--- config.mk ---
export PLATFORM = sky130hd
export DESIGN_NAME = hello_scroll_ctrl
export DESIGN_NICKNAME = d
export VERILOG_FILES = /design/src/rtl/hello_pkg.sv /design/src/rtl/hello_scroll_ctrl_tick_gen.sv /design/src/rtl/hello_scroll_ctrl.sv
export SDC_FILE = /design/constraint.sdc
export NUM_CORES = 1
export LEC_CHECK = 0
export CORE_MARGIN = 8
export CORE_UTILIZATION = 45
export DETAILED_ROUTE_END_ITERATION = 12
export PLACE_DENSITY = 0.74
export REMOVE_ABC_BUFFERS = 1
export SYNTH_ARGS = -nofsm -noshare
export SYNTH_HDL_FRONTEND = slang
export SYNTH_SLANG_ARGS = --single-unit
--- constraint.sdc ---
create_clock -name CLOCK_50 -period 2.17 [get_ports CLOCK_50]
set_input_delay 0.3255 -clock CLOCK_50 [delete_from_list [all_inputs] [get_ports CLOCK_50]]
set_output_delay 0.3255 -clock CLOCK_50 [all_outputs]
set_load 0.1 [all_outputs]
--- src/rtl/hello_pkg.sv ---
// Shared definitions for the HELLO rotator driver: char codes, word, FSM states.
package hello_pkg;

  localparam int unsigned CHAR_W = 3;
  localparam int unsigned WORD_W = 15;
  localparam int unsigned SEL_W  = 3;

  localparam logic [CHAR_W-1:0] CH_H     = 3'b000;
  localparam logic [CHAR_W-1:0] CH_E     = 3'b001;
  localparam logic [CHAR_W-1:0] CH_L     = 3'b010;
  localparam logic [CHAR_W-1:0] CH_O     = 3'b011;
  localparam logic [CHAR_W-1:0] CH_BLANK = 3'b100;

  // Leftmost letter sits in the top three bits.
  localparam logic [WORD_W-1:0] HELLO_WORD = {CH_H, CH_E, CH_L, CH_L, CH_O};

  typedef enum logic [1:0] {
    IDLE   = 2'd0,
    SCROLL = 2'd1,
    HOLD   = 2'd2
  } state_t;

  // Any code with the top bit set renders as blank on the rotator.
  function automatic logic char_is_blank(input logic [CHAR_W-1:0] c);
    return (c & CH_BLANK) != 3'b000;
  endfunction

endpackage

--- src/rtl/hello_scroll_ctrl_tick_gen.sv ---
// Step prescaler: counts 0..TICKS-1 while enabled, flags the terminal count.
module tick_gen #(
  parameter int unsigned TICKS = 4
) (
  input  logic CLOCK_50,
  input  logic Reset,
  input  logic en,
  input  logic clr,
  output logic wrap
);

  localparam int unsigned CW = (TICKS > 1) ? $clog2(TICKS) : 1;
  localparam logic [CW-1:0] LAST = CW'(TICKS - 1);

  logic [CW-1:0] cnt;

  assign wrap = en && (cnt == LAST);

  // Counter register; clear takes precedence over counting.
  always_ff @(posedge CLOCK_50) begin
    if (Reset) begin
      cnt <= '0;
    end else if (clr) begin
      cnt <= '0;
    end else if (en) begin
      cnt <= wrap ? '0 : cnt + CW'(1);
    end
  end

endmodule

--- src/rtl/hello_scroll_ctrl.sv ---
// Timed driver for the HELLO rotator: generates shift select and holds the char word.
module hello_scroll_ctrl
  import hello_pkg::*;
#(
  parameter int unsigned CLK_HZ   = 50_000_000,
  parameter int unsigned STEP_HZ  = 2,
  parameter int unsigned TICKS_OV = 0
) (
  input  logic              CLOCK_50,
  input  logic              Reset,
  input  logic              Start,
  input  logic              Stop,
  input  logic              Dir,
  input  logic              Load,
  input  logic [WORD_W-1:0] Char_in,
  output logic [SEL_W-1:0]  Sel,
  output logic [WORD_W-1:0] Chars,
  output logic              Tick,
  output logic              Busy
);

  localparam int unsigned TICKS = (TICKS_OV != 0) ? TICKS_OV : (CLK_HZ / STEP_HZ);

  state_t state, state_nx;
  logic   wrap;
  logic   step_c;
  logic   clr_c;
  logic   en;

  assign en = (state == SCROLL);

  tick_gen #(.TICKS(TICKS)) u_tick_gen (
    .CLOCK_50 (CLOCK_50),
    .Reset    (Reset),
    .en       (en),
    .clr      (clr_c),
    .wrap     (wrap)
  );

  // State register.
  always_ff @(posedge CLOCK_50) begin
    if (Reset) begin
      state <= IDLE;
    end else begin
      state <= state_nx;
    end
  end

  // Next state, prescaler clear and step decision; Load outranks Stop outranks Start.
  always_comb begin
    state_nx = state;
    step_c   = 1'b0;
    clr_c    = 1'b0;
    if (Load) begin
      clr_c = 1'b1;
    end else begin
      case (state)
        IDLE: begin
          if (Start && !Stop) state_nx = SCROLL;
        end
        SCROLL: begin
          if (Stop) begin
            state_nx = HOLD;
            clr_c    = 1'b1;
          end else begin
            step_c = wrap;
          end
        end
        HOLD: begin
          if (Start && !Stop) state_nx = SCROLL;
        end
        default: state_nx = IDLE;
      endcase
    end
  end

  // Output registers: select, char word, step pulse, busy flag.
  always_ff @(posedge CLOCK_50) begin
    if (Reset) begin
      Sel   <= '0;
      Chars <= HELLO_WORD;
      Tick  <= 1'b0;
      Busy  <= 1'b0;
    end else begin
      Tick <= 1'b0;
      Busy <= (state_nx == SCROLL);
      if (Load) begin
        Chars <= Char_in;
        Sel   <= '0;
      end else if (step_c) begin
        Sel  <= Dir ? Sel - SEL_W'(1) : Sel + SEL_W'(1);
        Tick <= 1'b1;
      end
    end
  end

endmodule

After elaboration in Yosys (flattened, before gate mapping)
Cells that the tools add are included.
- flip-flop bits (word level): 47
- bits of input ports: 21
- output and inout bits: 20
- $add $sub $neg: 3
- equality and inequality tests: 4
- muxes and demuxes: 13
- reduce and logical (&&, ||, !) cells: 7
- operators by type and width (cell ; number):
    $add A25 B1 Y25 const B ; 1
    $eq A25 B25 Y1 const B ; 1
    $mux W25 ; 1
    $mux W1 ; 7
    $mux W2 ; 3
    $reduce_or A2 Y1 ; 3
    $eq A2 B1 Y1 const B ; 2
    $pmux W2 S2 ; 1
    $add A3 B1 Y3 const B ; 1
    $mux W3 ; 1
    $sub A3 B1 Y3 const B ; 1
    $eq A2 B2 Y1 const B ; 1
    $logic_and A1 B1 Y1 ; 2
    $logic_not A2 Y1 ; 1
    $logic_not A1 Y1 ; 1

Longest topological paths before layout
- depth in word-level cells: 6
- depth in mapped cells: 8
- mapped depth without buffers: 6

Cells and area by module
A second synthesis with hierarchy kept.
- cells, all modules: 232
- area, all modules: 2162.1 um^2
- modules (own cells, without submodules) (module ; instances ; cells an instance ; area each (um^2) ; sequential area each (um^2)):
    tick_gen ; 1 ; 144 ; 1262.5 ; 500.5
    hello_scroll_ctrl ; 1 ; 88 ; 899.6 ; 440.4

Worst setup path after synthesis
OpenSTA, ideal clock, no wires.
- kind: register to register
- from: register Sel[0]
- to: register Sel[2]
- data arrival time: 2.002 ns
- data required time: 2.054 ns
- setup slack: 0.052 ns
- stages on the path, launching flop included: 6
- buffers on the path: 0
- period minus slack after synthesis: 2.118 ns
- cell sequence: dfxtp_1 -> inv_1 -> fa_1 -> xnor2_1 -> a21oi_1 -> a31o_2
- word-level cells in the longest chain between the ends: 2
- elaborated cells on any way between the ends: 3
- classes of those cells: 2 x add/sub; 1 x mux
- RTL lines (item ; line ; text):
    from (decl) ; hello_scroll_ctrl.sv:16 ; output logic [SEL_W-1:0] Sel,
    from (signal assigned) ; hello_scroll_ctrl.sv:91 ; Sel <= Dir ? Sel - SEL_W'(1) : Sel + SEL_W'(1);
    $add A3 B1 Y3 / $sub A3 B1 Y3 (equally long branches) ; hello_scroll_ctrl.sv:91 ;
    $mux W3 * ; hello_scroll_ctrl.sv:91 ;
Mark *: on every way between the ends. The rest lies on a longest branch, timed or not.
A chain may end at the register's enable or synchronous reset.

Worst setup path in the final report
- from: register u_tick_gen.cnt[0]
- to: register Sel[1]
- word-level cells in the longest chain between the ends: 5
- RTL lines (item ; line ; text):
    from (decl) ; hello_scroll_ctrl_tick_gen.sv:15 ; logic [CW-1:0] cnt;
    from (signal assigned) ; hello_scroll_ctrl_tick_gen.sv:26 ; cnt <= wrap ? '0 : cnt + CW'(1);
    $eq A25 B25 Y1 ; hello_scroll_ctrl_tick_gen.sv:17 ; assign wrap = en && (cnt == LAST);
    $logic_and A1 B1 Y1 ; hello_scroll_ctrl_tick_gen.sv:17 ;
    $mux W1 ; hello_scroll_ctrl.sv:62 ; if (Stop) begin
    $mux W1 ; hello_scroll_ctrl.sv:57 ; case (state)
    $mux W1 ; hello_scroll_ctrl.sv:54 ; if (Load) begin
No other way between the ends.

==> results by group <==
Drt
  – Vias: 1660
  – WL/cell: 13.2 um
  – Post-Route M1 WL: 1870 um
  – Initial DRC count: 59
  – Drt via density: 5.11
  – Total Wirelength: between 4000 and 5000 um
  – Top Layer Used: met4
  – Met2 WL: 1900 um
  – Antenna-violating nets left: 0
  – Drc violations: 0
  – First-pass iteration count of the detailed router: 4
  – DR WL met3: 447 um

Yosys
  – Mapped cell area: 2100 um^2
  – Ys Warns: 0
  – Mapped Cells: 223
  – Seq/Total Area, Yosys: 0.448
  – #FFs+latches synth: 47
  – Distinct cells, synth: 42
  – Mean Syn Cell Area: roughly 9.4 um^2

Clocking
  – Skew-Pair Late Insertion Delay: roughly 300 ps
  – Bufs on Longest Clock Path: 2
  – H-tree depth: 2
  – # Post-CTS Setup Buffers: 0
  – CTS tree: built
  – Clock Sinks: 47
  – Root Buffer: clkbuf_8
  – TritonCTS Buffers: 5
  – Post-CTS Hold Buffers: 0
  – Worst-path clk slew: 80 ps
  – Post-CTS resize count: 0

Timing
  – Worst-Margin Slew: 500 ps
  – Slew Viols, Final: 0
  – # setup viols final: 0
  – Final hold vios: 0
  – Max Clock Freq: 521 MHz
  – Final setup TNS: 0 ps
  – Final period demand of the worst path: 1920 ps
  – Period utilization: 0.885
  – RSZ-0062 raised after global routing: false
  – Worst slew margin: 0.664
  – Final clock skew: 7.20 ps

Worst setup path
  – Crit end category: register
  – Crit path kind: reg -> reg
  – CP Launch Type: register
  – CP required: roughly 2400 ps
  – CP max-delay cell: nor4_4
  – Slowest stage delay, CP: 420 ps
  – Crit-path max FO: 6
  – Reg2reg path depth: 6
  – Worst path arrival time: between 2000 and 2500 ps
  – Crit-path cells: ha_1, and3b_1, nand3_4, nor4_4, mux2_1, nor2_1

Global route
  – Initial antenna violation count: 0
  – Total GRT Usage: 0.126
  – First-pass GRT wire length: 7470 um
  – GR Overflow Total: 0
  – Largest net degree at the start of global routing: 21
  – Vias in the first global route: 1634

Cells and area
  – Area delta synth->final: 25.8%
  – Final cell count without fillers: about 330
  – Layout cells sized above 1: 0.173
  – Antenna cell count: 0
  – Fin nets: 293
  – Fin area: 2640 um^2

Floorplanning
  – Die height: 84.3 um
  – Initial Utilization: 0.457
  – Site Rows: 25
  – Placeable Area: 4600 um^2
  – Horiz. Die Dim: 84.3 um
  – Die Footprint: 7110 um^2
  – Num ports: 41

Placed design
  – Placer congestion estimate: 0.786
  – Port-buffer cells: 40
  – Placed cells: 317
  – DP HPWL: 3290 um
  – Placement Cell Area: roughly 2500 um^2

Power and ir drop
  – Peak VDD IR: between 400 and 500 uV
  – P per Cell Area: 690 nW/um^2
  – P_leak: 1.04 nW
  – Power, Total: 1.82 mW

Min path
  – Hold WC Path Type: reg -> reg
  – Hold path cells: 2

Flow run
  – MaxCap Viol Count: 0

Outcome
  – Status: finished clean
## sequential cells by signal, indices dropped and copies added, names as in the netlist
| signal | count |
|---|---|
| state | 2 |
| Tick | 1 |
| u_tick_gen.cnt | 25 |
| Chars | 15 |
| Busy | 1 |
| Sel | 3 |
## logic make-up after synthesis
| kind of cell | after synthesis | synth area share |
|---|---|---|
| adders and majority gates | 2 | 0.0155 |
| xor gates and xnor gates | 23 | 0.0959 |
| and+or+nand+nor | 105 | 0.281 |
| AOI/OAI and AO/OA | 22 | 0.0715 |
| buffers and inverters | 13 | 0.0346 |
| DFF | 47 | 0.448 |
| muxes | 11 | 0.0530 |
## placed cells by master (no fill, tap or decap), drive strengths merged, types with 2 or more instances in the layout
cell	count
a211o	5
nor3	2
and3	7
mux2i	10
nor2b	6
nand3	9
clkbuf	6
and4	2
xor2	16
nand4	11
nand4b	2
nor2	40
inv	5
dfxtp	47
buf	28
and2	4
or3	2
o21ai	7
xnor2	7
a21oi	7
clkdlybuf4s50	20
nand2	10
nor4	4
## worst paths after layout
path,start,slack (ps),end
hold / removal,u_tick_gen.cnt[24],500,u_tick_gen.cnt[24]
setup reg to reg,u_tick_gen.cnt[0],250,Sel[1]
hold reg to reg,u_tick_gen.cnt[24],500,u_tick_gen.cnt[24]
setup / recovery,u_tick_gen.cnt[0],250,Sel[1]
## per-stage QoR
| stage | worst slack, ps | util | hold slack [ps] |
|---|---|---|---|
| after floorplan | 52.2 | - | 395 |
| after global placement | 253 | 0.549 | 475 |
| after detailed placement | 223 | 0.549 | 482 |
| after CTS | 240 | 0.574 | 499 |
| after global routing | 110 | 0.574 | 527 |
| final | 250 | 0.574 | 496 |
## critical path, delay by kind of cell, from the launching register on
family,cells,cell delay (ps)
multiplexers,1,360
AND/OR/NAND/NOR,4,960
adder cells (fa/ha/maj),1,160
flip-flops,1,390
## per-layer routing
layer  track usage  vias to the layer above
li1              -                      863
met1         0.140                      752
met2         0.194                       39
met3        0.0736                        6
met4        0.0471                        0
met5             0                        -
## Yosys cell counts (all sizes together)
master	n	share of area
a211o	5	0.021
a21oi	7	0.017
a31o	1	0.0042
and2	4	0.013
and3	7	0.021
and3b	1	0.0042
and4	2	0.0089
buf	5	0.020
clkbuf	3	0.0054
dfxtp	47	0.45
fa	1	0.0095
ha	1	0.0060
inv	5	0.0089
mux2	1	0.0054
mux2i	10	0.048
nand2	10	0.019
nand3	9	0.027
nand3b	1	0.0036
nand4	11	0.033
nand4b	2	0.0083
nor2	40	0.072
nor2b	6	0.018
nor3	2	0.0048
nor4	4	0.026
nor4bb	1	0.0048
o2111ai	1	0.0042
o21ai	7	0.017
o21bai	1	0.0089
or2	1	0.0030
or2b	1	0.0036
or3	2	0.0060
or4	1	0.0054
xnor2	7	0.029
xor2	16	0.067
## report_power, final
part / internal (mW) / leakage (nW) / switching [mW]
registers: 0.881 / 0.382 / 0.0106
clock network: 0.373 / 0.0612 / 0.284
logic: 0.0869 / 0.599 / 0.187
total: 1.34 / 1.04 / 0.482
## area by class of cell
| type | instances | area [um^2] |
|---|---|---|
| fill | 411 | 1960 |
| inverter | 5 | 18.8 |
| multi-input combinational | 163 | 1090 |
| timing repair buffer | 48 | 410 |
| clock buffer | 6 | 82.6 |
| clock inverter | 2 | 35.0 |
| tap | 54 | 67.6 |
| sequential | 47 | 941 |
Power figures use the tool's default switching activity.
